`src/rtl/alu_pkg.sv`:
```
// alu_pkg: definitions shared by the datapath ALU blocks.
//   OP_ADD/OP_ADC/OP_SUB/OP_SBB : 2-bit operation encodings
//   flags_t                     : flag bundle, ordered {cout, ovf, zero, neg}
//   carry_into()                : fully expanded lookahead carry helper
package alu_pkg;

    localparam logic [1:0] OP_ADD = 2'b00;
    localparam logic [1:0] OP_ADC = 2'b01;
    localparam logic [1:0] OP_SUB = 2'b10;
    localparam logic [1:0] OP_SBB = 2'b11;

    typedef struct packed {
        logic cout;
        logic ovf;
        logic zero;
        logic neg;
    } flags_t;

    // Carry into position n of a generate/propagate chain, written as the
    // flat sum-of-products form (g[m] & p[m+1..n-1]) | (cin & p[0..n-1]),
    // so no term depends on another computed carry. Chains are at most 32
    // positions long.
    function automatic logic carry_into(input logic [31:0] g,
                                        input logic [31:0] p,
                                        input logic        cin,
                                        input int          n);
        logic c;
        logic term;
        c = cin;
        for (int i = 0; i < n; i++) begin
            c = c & p[i[4:0]];
        end
        for (int m = 0; m < n; m++) begin
            term = g[m[4:0]];
            for (int i = m + 1; i < n; i++) begin
                term = term & p[i[4:0]];
            end
            c = c | term;
        end
        return c;
    endfunction

endpackage

```
`src/rtl/cla_pipe_addsub_group.sv`:
```
// cla_group: one GROUP-bit carry-lookahead group.
//   a, b  : group operand bits
//   cin   : group carry-in (feeds bit 0)
//   sum   : group sum bits
//   gen   : group generate (carry out regardless of cin)
//   prop  : group propagate (every bit propagates)
//   cout  : group carry-out for the supplied cin
module cla_group
    import alu_pkg::*;
#(
    parameter int GROUP = 4
) (
    input  logic [GROUP-1:0] a,
    input  logic [GROUP-1:0] b,
    input  logic             cin,
    output logic [GROUP-1:0] sum,
    output logic             gen,
    output logic             prop,
    output logic             cout
);

    logic [31:0] bit_g;
    logic [31:0] bit_p;

    // Bit generate/propagate depend only on the operands. They are kept
    // apart from the cin-dependent logic so that the group G/P can feed
    // the stage lookahead without forming a combinational loop.
    always_comb begin
        bit_g            = '0;
        bit_p            = '0;
        bit_g[GROUP-1:0] = a & b;
        bit_p[GROUP-1:0] = a ^ b;
    end

    assign gen  = carry_into(bit_g, bit_p, 1'b0, GROUP);
    assign prop = &bit_p[GROUP-1:0];
    assign cout = carry_into(bit_g, bit_p, cin, GROUP);

    for (genvar i = 0; i < GROUP; i++) begin : g_bit
        assign sum[i] = bit_p[i] ^ carry_into(bit_g, bit_p, cin, i);
    end

endmodule

```
`src/rtl/cla_pipe_addsub.sv`:
```
// cla_pipe_addsub: pipelined carry-lookahead adder/subtractor.
// Each stage resolves GROUPS_PER_STAGE lookahead groups; the carry between
// stages is registered. Latency is NSTAGE = WIDTH/(GROUP*GROUPS_PER_STAGE)
// cycles at one operation per cycle. WIDTH must be a multiple of
// GROUP*GROUPS_PER_STAGE, and GROUP and GROUPS_PER_STAGE must not exceed 32.
//   clk, rst_n            : clock, asynchronous active-low reset
//   in_valid/in_ready     : request handshake
//   in_op                 : ADD/ADC/SUB/SBB (alu_pkg encodings)
//   in_a, in_b, in_cin    : operands; in_cin is carry (ADC) or borrow (SBB)
//   out_valid/out_ready   : result handshake
//   out_sum               : result, modulo 2^WIDTH
//   out_cout              : carry out of the MSB (1 = no borrow when subtracting)
//   out_ovf, out_zero, out_neg : signed overflow, zero, sign
module cla_pipe_addsub
    import alu_pkg::*;
#(
    parameter int WIDTH            = 32,
    parameter int GROUP            = 4,
    parameter int GROUPS_PER_STAGE = 2
) (
    input  logic             clk,
    input  logic             rst_n,
    input  logic             in_valid,
    output logic             in_ready,
    input  logic [1:0]       in_op,
    input  logic [WIDTH-1:0] in_a,
    input  logic [WIDTH-1:0] in_b,
    input  logic             in_cin,
    output logic             out_valid,
    input  logic             out_ready,
    output logic [WIDTH-1:0] out_sum,
    output logic             out_cout,
    output logic             out_ovf,
    output logic             out_zero,
    output logic             out_neg
);

    localparam int GPS    = GROUPS_PER_STAGE;
    localparam int SLICE  = GROUP * GPS;
    localparam int NSTAGE = WIDTH / SLICE;
    localparam int LAST   = NSTAGE - 1;

    // Pipeline rank k holds the operation that stage k works on. a_q/b_q
    // carry the full operands, so the slices not yet processed form the
    // skew path; s_q accumulates the finished slices as the deskew path.
    logic             v_q [NSTAGE];
    logic [WIDTH-1:0] a_q [NSTAGE];
    logic [WIDTH-1:0] b_q [NSTAGE];
    logic [WIDTH-1:0] s_q [NSTAGE];
    logic             c_q [NSTAGE];
    logic             z_q [NSTAGE];

    logic [SLICE-1:0] st_sum  [NSTAGE];
    logic [GPS-1:0]   st_gen  [NSTAGE];
    logic [GPS-1:0]   st_prop [NSTAGE];
    logic [GPS-1:0]   st_cin  [NSTAGE];
    logic             st_cout [NSTAGE];
    logic [WIDTH-1:0] s_done  [NSTAGE];

    logic             advance;
    logic [WIDTH-1:0] b_eff;
    logic             c_eff;
    logic             msb_cin;
    flags_t           flags_q;

    assign advance  = !out_valid || out_ready;
    assign in_ready = advance;

    // Subtraction is a + ~b + 1; with borrow-in the +1 becomes ~borrow.
    always_comb begin
        b_eff = in_b;
        c_eff = 1'b0;
        case (in_op)
            OP_ADD: begin
                b_eff = in_b;
                c_eff = 1'b0;
            end
            OP_ADC: begin
                b_eff = in_b;
                c_eff = in_cin;
            end
            OP_SUB: begin
                b_eff = ~in_b;
                c_eff = 1'b1;
            end
            OP_SBB: begin
                b_eff = ~in_b;
                c_eff = ~in_cin;
            end
            default: begin
                b_eff = in_b;
                c_eff = 1'b0;
            end
        endcase
    end

    for (genvar k = 0; k < NSTAGE; k++) begin : g_stage
        localparam logic [WIDTH-1:0] MASK = WIDTH'({SLICE{1'b1}}) << (k * SLICE);

        // Merge this stage's freshly computed slice into the finished bits.
        assign s_done[k] = (s_q[k] & ~MASK) | (WIDTH'(st_sum[k]) << (k * SLICE));

        for (genvar j = 0; j < GPS; j++) begin : g_grp
            localparam int LSB = k * SLICE + j * GROUP;

            // Group carry-ins come from the stage carry and the group G/P
            // of the lower groups, flattened rather than rippled.
            assign st_cin[k][j] = carry_into(32'(st_gen[k]), 32'(st_prop[k]), c_q[k], j);

            if (j == GPS - 1) begin : g_top
                cla_group #(.GROUP(GROUP)) u_grp (
                    .a    (a_q[k][LSB +: GROUP]),
                    .b    (b_q[k][LSB +: GROUP]),
                    .cin  (st_cin[k][j]),
                    .sum  (st_sum[k][j*GROUP +: GROUP]),
                    .gen  (st_gen[k][j]),
                    .prop (st_prop[k][j]),
                    .cout (st_cout[k])
                );
            end else begin : g_low
                // Carries inside the stage come from the lookahead above,
                // so only the topmost group's carry-out is consumed.
                logic cout_unused;
                cla_group #(.GROUP(GROUP)) u_grp (
                    .a    (a_q[k][LSB +: GROUP]),
                    .b    (b_q[k][LSB +: GROUP]),
                    .cin  (st_cin[k][j]),
                    .sum  (st_sum[k][j*GROUP +: GROUP]),
                    .gen  (st_gen[k][j]),
                    .prop (st_prop[k][j]),
                    .cout (cout_unused)
                );
            end
        end

        if (k == 0) begin : g_entry
            // Rank 0 captures the conditioned request; bubbles are loaded
            // too, since every rank moves together on advance.
            always_ff @(posedge clk or negedge rst_n) begin
                if (!rst_n) begin
                    v_q[0] <= 1'b0;
                    a_q[0] <= '0;
                    b_q[0] <= '0;
                    s_q[0] <= '0;
                    c_q[0] <= 1'b0;
                    z_q[0] <= 1'b0;
                end else if (advance) begin
                    v_q[0] <= in_valid;
                    a_q[0] <= in_a;
                    b_q[0] <= b_eff;
                    s_q[0] <= '0;
                    c_q[0] <= c_eff;
                    z_q[0] <= 1'b1;
                end
            end
        end else begin : g_rank
            // Pass the operation on with its slice result, registered carry
            // and running zero-AND.
            always_ff @(posedge clk or negedge rst_n) begin
                if (!rst_n) begin
                    v_q[k] <= 1'b0;
                    a_q[k] <= '0;
                    b_q[k] <= '0;
                    s_q[k] <= '0;
                    c_q[k] <= 1'b0;
                    z_q[k] <= 1'b0;
                end else if (advance) begin
                    v_q[k] <= v_q[k-1];
                    a_q[k] <= a_q[k-1];
                    b_q[k] <= b_q[k-1];
                    s_q[k] <= s_done[k-1];
                    c_q[k] <= st_cout[k-1];
                    z_q[k] <= z_q[k-1] & ~|st_sum[k-1];
                end
            end
        end
    end

    // Carry into the MSB recovered from its propagate bit and sum bit.
    assign msb_cin = a_q[LAST][WIDTH-1] ^ b_q[LAST][WIDTH-1] ^ s_done[LAST][WIDTH-1];

    // Output register; holds while the consumer stalls.
    always_ff @(posedge clk or negedge rst_n) begin
        if (!rst_n) begin
            out_valid <= 1'b0;
            out_sum   <= '0;
            flags_q   <= '0;
        end else if (advance) begin
            out_valid     <= v_q[LAST];
            out_sum       <= s_done[LAST];
            flags_q.cout  <= st_cout[LAST];
            flags_q.ovf   <= msb_cin ^ st_cout[LAST];
            flags_q.zero  <= z_q[LAST] & ~|st_sum[LAST];
            flags_q.neg   <= s_done[LAST][WIDTH-1];
        end
    end

    assign out_cout = flags_q.cout;
    assign out_ovf  = flags_q.ovf;
    assign out_zero = flags_q.zero;
    assign out_neg  = flags_q.neg;

endmodule

```
`config.mk`:
```
export PLATFORM = sky130hd
export DESIGN_NAME = cla_pipe_addsub
export DESIGN_NICKNAME = d
export VERILOG_FILES = /design/src/rtl/alu_pkg.sv /design/src/rtl/cla_pipe_addsub_group.sv /design/src/rtl/cla_pipe_addsub.sv
export SDC_FILE = /design/constraint.sdc
export NUM_CORES = 1
export LEC_CHECK = 0
export ABC_AREA = 1
export CAP_MARGIN = 15
export CORE_MARGIN = 2
export CORE_UTILIZATION = 45
export DETAILED_ROUTE_END_ITERATION = 7
export PLACE_DENSITY = 0.72
export SYNTH_ARGS = -nofsm -noshare
export SYNTH_HDL_FRONTEND = slang
export SYNTH_SLANG_ARGS = --single-unit
```
`constraint.sdc`:
```
create_clock -name clk -period 2.3 [get_ports clk]
set_input_delay 0.46 -clock clk [delete_from_list [all_inputs] [get_ports clk]]
set_output_delay 0.46 -clock clk [all_outputs]
set_load 0.01 [all_outputs]
```
# Yosys cells after proc, flatten, opt, wreduce, memory -nomap -nowiden
# Index checks and enable logic that the tools add are counted.
# totals
ff_bits	353
output_inout_bits	38
inputBits	71
# classes
n_bitwise	220
n_mux	2
eq_ne	3
reduce_logical	17
# ops
operator	count
$and A1 B1 Y1	84
$or A1 B1 Y1	80
$pmux W32 S2	1
$xor A1 B1 Y1	35
$and A4 B4 Y4	8
$not A32 Y32	1
$or A24 B32 Y32	1
$reduce_or A8 Y1	4
$xor A4 B4 Y4	8
$or A16 B24 Y24	1
$or A8 B16 Y16	1
$reduce_and A4 Y1	4
$logic_not A1 Y1	5
$eq A2 B2 Y1 const B	2
$pmux W1 S4	1
$reduce_or A2 Y1	2
$eq A2 B1 Y1 const B	1
$logic_not A2 Y1	1
$logic_or A1 B1 Y1	1
$not A1 Y1	1

# Logic depth before layout (Yosys ltp)
# depth
depth_word	18
mapped_depth	15

# Modules after synthesis
# A second synthesis with hierarchy kept.
# unflattened
hier_cells	1353
area_unflattened_um2	11736.3
# modules_own_cells
module	cells_each	n_inst	area_each_um2	seq_area_each_um2
cla_pipe_addsub	1085	1	9979.6	6406.1
cla_group at g_stage[1].g_grp[1].g_top.u_grp ...	32	3	210.2	0.0
cla_group at g_stage[0].g_grp[0].g_low.u_grp ...	36	2	220.2	0.0
cla_group at g_stage[3].g_grp[0].g_low.u_grp	32	1	241.5	0.0
cla_group at g_stage[1].g_grp[0].g_low.u_grp	36	1	239.0	0.0
cla_group at g_stage[3].g_grp[1].g_top.u_grp	32	1	205.2	0.0

# Worst setup path before layout
# No wires, ideal clock.
# synth_timing
path_type	reg2reg
startpoint	register a_q[25] (netlist name)
endpoint	register flags_q, in the netlist out_zero
arrival_time_ns	2.084
setup_ns	0.065
path_buffers	0
path_stages_with_launch	16
required_ns	2.235
path_slack_ns	0.151
path_cell_list	dfrtp_1 ha_1 nand2_1 nand3_1 a21oi_1 o21bai_1 fa_1 inv_1 nand2_1 nor2_1 nand2_1 nor2_1 nand2_1 nor2_1 nand3_1 nand2_1
# synth_rtl
element	line_no	text
from (decl)	cla_pipe_addsub.sv:47	logic [WIDTH-1:0] a_q [NSTAGE];
from (signal, indexed assignment)	cla_pipe_addsub.sv:169	a_q[k] <= a_q[k-1];
$xor A4 B4 Y4	cla_pipe_addsub_group.sv:32	bit_p[GROUP-1:0] = a ^ b;
$and A1 B1 Y1 (3 in a row)	alu_pkg.sv:36	term = term & p[i[4:0]];
$or A1 B1 Y1 (3 in a row)	alu_pkg.sv:38	c = c | term;
$or A1 B1 Y1 *	alu_pkg.sv:38	
$xor A1 B1 Y1 *	cla_pipe_addsub_group.sv:40	assign sum[i] = bit_p[i] ^ carry_into(bit_g, bit_p, cin, i);
named net g_stage[3].g_grp[1].g_top.u_grp.sum[0]	cla_pipe_addsub_group.sv:16	output logic [GROUP-1:0] sum,
$reduce_or A8 Y1 *	cla_pipe_addsub.sv:193	flags_q.zero <= z_q[LAST] & ~|st_sum[LAST];
$logic_not A1 Y1 *	cla_pipe_addsub.sv:193	
$and A1 B1 Y1 *	cla_pipe_addsub.sv:193	
to (decl)	cla_pipe_addsub.sv:64	flags_t flags_q;
# Mark *: on every way through the listed nets, which the timed path passes. The rest lies on a longest branch.
# A chain may end at the register's enable or synchronous reset.

# Worst setup path after layout
# layout_timing
startpoint	register b_q[49] (netlist name)
endpoint	register z_q[0] (netlist name)
# layout_rtl
element	line_no	text
from (decl)	cla_pipe_addsub.sv:48	logic [WIDTH-1:0] b_q [NSTAGE];
from (signal, indexed assignment)	cla_pipe_addsub.sv:170	b_q[k] <= b_q[k-1];
$xor A4 B4 Y4	cla_pipe_addsub_group.sv:32	
$and A1 B1 Y1 (3 in a row)	alu_pkg.sv:36	
$or A1 B1 Y1 (3 in a row)	alu_pkg.sv:38	
$or A1 B1 Y1 *	alu_pkg.sv:38	
$xor A1 B1 Y1 *	cla_pipe_addsub_group.sv:40	
named net g_stage[2].g_grp[1].g_top.u_grp.sum[0]	cla_pipe_addsub_group.sv:16	
$reduce_or A8 Y1 *	cla_pipe_addsub.sv:173	z_q[k] <= z_q[k-1] & ~|st_sum[k-1];
$logic_not A1 Y1 *	cla_pipe_addsub.sv:173	
$and A1 B1 Y1 *	cla_pipe_addsub.sv:173	
to (signal, indexed assignment)	cla_pipe_addsub.sv:173	
to (decl)	cla_pipe_addsub.sv:51	logic z_q [NSTAGE];
# Marks and branches as above.

==> reports/metrics.cfg <==
[setup_path]
r2r_slack_ns=0.01
r2r-end=z_q[0]
rr_worst_depth=15
critPathRequiredTime_ns=2.76
critPathArrivalTime_ns=2.74
setup.worst_path.class=flip-flop to flip-flop
crit_fanout=5
startpoint_type=flip-flop
worst_setup_path_end_kind=flip-flop
slowest_delay_ns=0.48
path_cells=ha_4, nand2_2, nand3_2, a21oi_2, o21bai_2, fa_1, inv_2, nand2_1, nor2_1, nand2_1, nor2_1, nand2_1, nor2_1, nand3_1, nand2_1
critical_path.slowest_cell=fa_1
r2r-start=b_q[49]
path_common_cell=nand2_1

[floorplan]
core_sq_um=25100
die_area_sq_um=26800
dieWidth_um=164
start_util_pct=45.8
die_y_um=164
io_pins=109
rows=58

[sta]
finClkSkew_ns=0.00657
finalCritPeriodShare_pct=99.5
final_hold_viol_count=0
max_freq_mhz=437
period_minus_slack_ns=2.29
tightest_slew_ns=0.495
rsz0062_at_grt=yes
fin_ws_ns=0.0125
maxSlewViolCount=0
setup_violations=0
max_slew_margin_pct=67.0

[place]
placed_area_sq_um=12800
hpwl_um=15200
dp_cells=1672
port_buffers=108
place_ws_ns=-0.0832
place_congestion=0.800

[yosys]
synth-simple-area-share_pct=21.4
ys_seq_area_share_pct=55.7
syn_area_per_cell_sq_um=9.09
synth_area_leader_cell=dfrtp_1
netlist_instances=1264
ys_warn_count=0
synth_compound_area_share_pct=6.62
netlist_area_sq_um=11500
synth_mux_area_share_pct=0
ys_ff_latch=256
synthXorXnorAreaFrac_pct=2.82
synth_edf_count=0
synth_fa_ha_area_share_pct=5.75
synth_area_leaders=dfrtp_1, nand2_1, o21ai_0
syn_nets=1383
synth_ff_type=dfrtp_1
yosys.area.top_type_share_pct=55.7
synth_top_family_by_area=simple AND/OR/NAND/NOR gates
synthDistinctLibCells=27
ys_async_sr_fraction_pct=100

[global_routing]
grt_pass1_wl_um=38000
gr-usage-all-layers_pct=17.1
grt_antenna_before_repair=0
grt_max_degree=59
overflow=0
grt_pass1_vias=7885

[layout]
area_delta_synth_final_pct=22.0
fin_util_pct=55.9
stdcell_count=1738
num_antenna_cells=0
fin_area_sq_um=14000
final_cell_mix=nand2_1, dfrtp_1, clkdlybuf4s50_1, o21ai_0, inv_1
drive_above_1_share_pct=9.87
fin_nets=1511
final_common_cell=nand2_1

[clock_network]
clkLatencyLatePin_ns=0.52
cts_buffers=27
cts_tree=yes
clockBufferDepth=3
clock_tree.root_cell=clkbuf_16
clkTransAtPathRegs_ns=0.06
clkSinkCount=256
cts.htree.levels=1

[power]
power_density_nw_per_um2=1410
p_leak_nw=6.96
ir_drop_mv=0.845

[drt]
ant_nets=0
drt-pass1-iter-count=4
drt_wl_total_um=22400
drt_iter0_markers=511
viasPerCell=4.72
avgRoutedWirePerCell_um=12.9
vias=8201
drcViolationCount=0

[run]
maxCapViolations=0

[min_path]
min_path_type=input port to async pin

[status]
status=finished clean

==> synthesized netlist by cell type, drive strengths merged, types with 5 or more instances <==
| master | count |
|---|---|
| nand3 | 28 |
| fa | 8 |
| ha | 40 |
| dfrtp | 256 |
| xnor2 | 32 |
| nand2 | 586 |
| xor2 | 5 |
| a21oi | 8 |
| buf | 43 |
| clkbuf | 18 |
| o21ai | 120 |
| inv | 85 |
| nor2 | 18 |
==> worst max-delay path: cells and delay by family (launching register included) <==
family                     cells  cell delay [ns]
AOI/OAI and AO/OA              2             0.26
DFF                            1             0.41
buffers and inverters          1             0.07
and+or+nand+nor               10             0.72
adders and majority gates      2             0.75
==> through the flow <==
step | TNS, ns | hold slack [ns] | total power, W
5_1_grt | -0.507 | 0.475 | 0.0214
3_5_place_dp | -0.122 | 0.432 | 0.0147
4_1_cts | -0.0127 | 0.457 | 0.0195
2_1_floorplan | 0 | 0.164 | 0.0124
3_3_place_gp | 0 | 0.428 | 0.0144
6_report | 0 | 0.455 | 0.0198
==> power breakdown <==
group | switching (W) | internal, W
sequential | 0.00116 | 0.00647
combinational | 0.00429 | 0.00345
clock | 0.00168 | 0.00271
total | 0.00713 | 0.0126
==> cells by family (layout without fill, tap and decap cells) <==
family / after synthesis / count (layout)
AOI/OAI and AO/OA: 137 / 137
xor gates and xnor gates: 37 / 37
adders and majority gates: 48 / 48
buffers and inverters: 146 / 290
DFF: 256 / 256
and+or+nand+nor: 640 / 640
==> worst max-delay path by stage <==
stage | startpoint | end | slack (ns) | cells after the start
5_1_grt | b_q[49] | z_q[0] | -0.19 | 15
4_1_cts | a_q[97] | z_q[2] | -0.01 | 15
3_3_place_gp | a_q[97] | z_q[2] | 0.06 | 15
2_1_floorplan | a_q[25] | out_zero | 0.15 | 15
6_report | b_q[49] | z_q[0] | 0.01 | 15
3_5_place_dp | a_q[97] | z_q[2] | -0.08 | 15
==> final cells by class <==
type	instances	area, sq um
Clock buffer	37	753
Clock inverter	8	143
Fill cell	2229	11100
Inverter	85	327
Multi-Input combinational cell	862	4380
Sequential cell	256	6410
Tap cell	330	413
Timing Repair Buffer	160	1600
==> routing by layer <==
| layer | GRT usage (%) | part of all wire, % | up-vias |
|---|---|---|---|
| li1 | - | - | 4184 |
| met1 | 25.4 | 49 | 3845 |
| met2 | 27.1 | 45 | 141 |
| met3 | 2.10 | 4.0 | 31 |
| met4 | 4.15 | 1.8 | 0 |
| met5 | 0 | 0 | - |
==> repair_timing <==
action	CTS	global route
hold buffers	1	0
pin swaps	5	17
hold endpoints to repair	52	0
setup buffers	11	9
setup endpoints to repair	4	11
gates resized for setup	5	27
==> sequential cells by signal, summed over array words and instances, names as in the netlist <==
name	flops
a_q	80
b_q	80
c_q	4
out_cout	1
out_ovf	1
out_sum	32
out_valid	1
out_zero	1
s_q	48
v_q	4
z_q	4
Note: power is estimated with default switching activity, not from simulation.
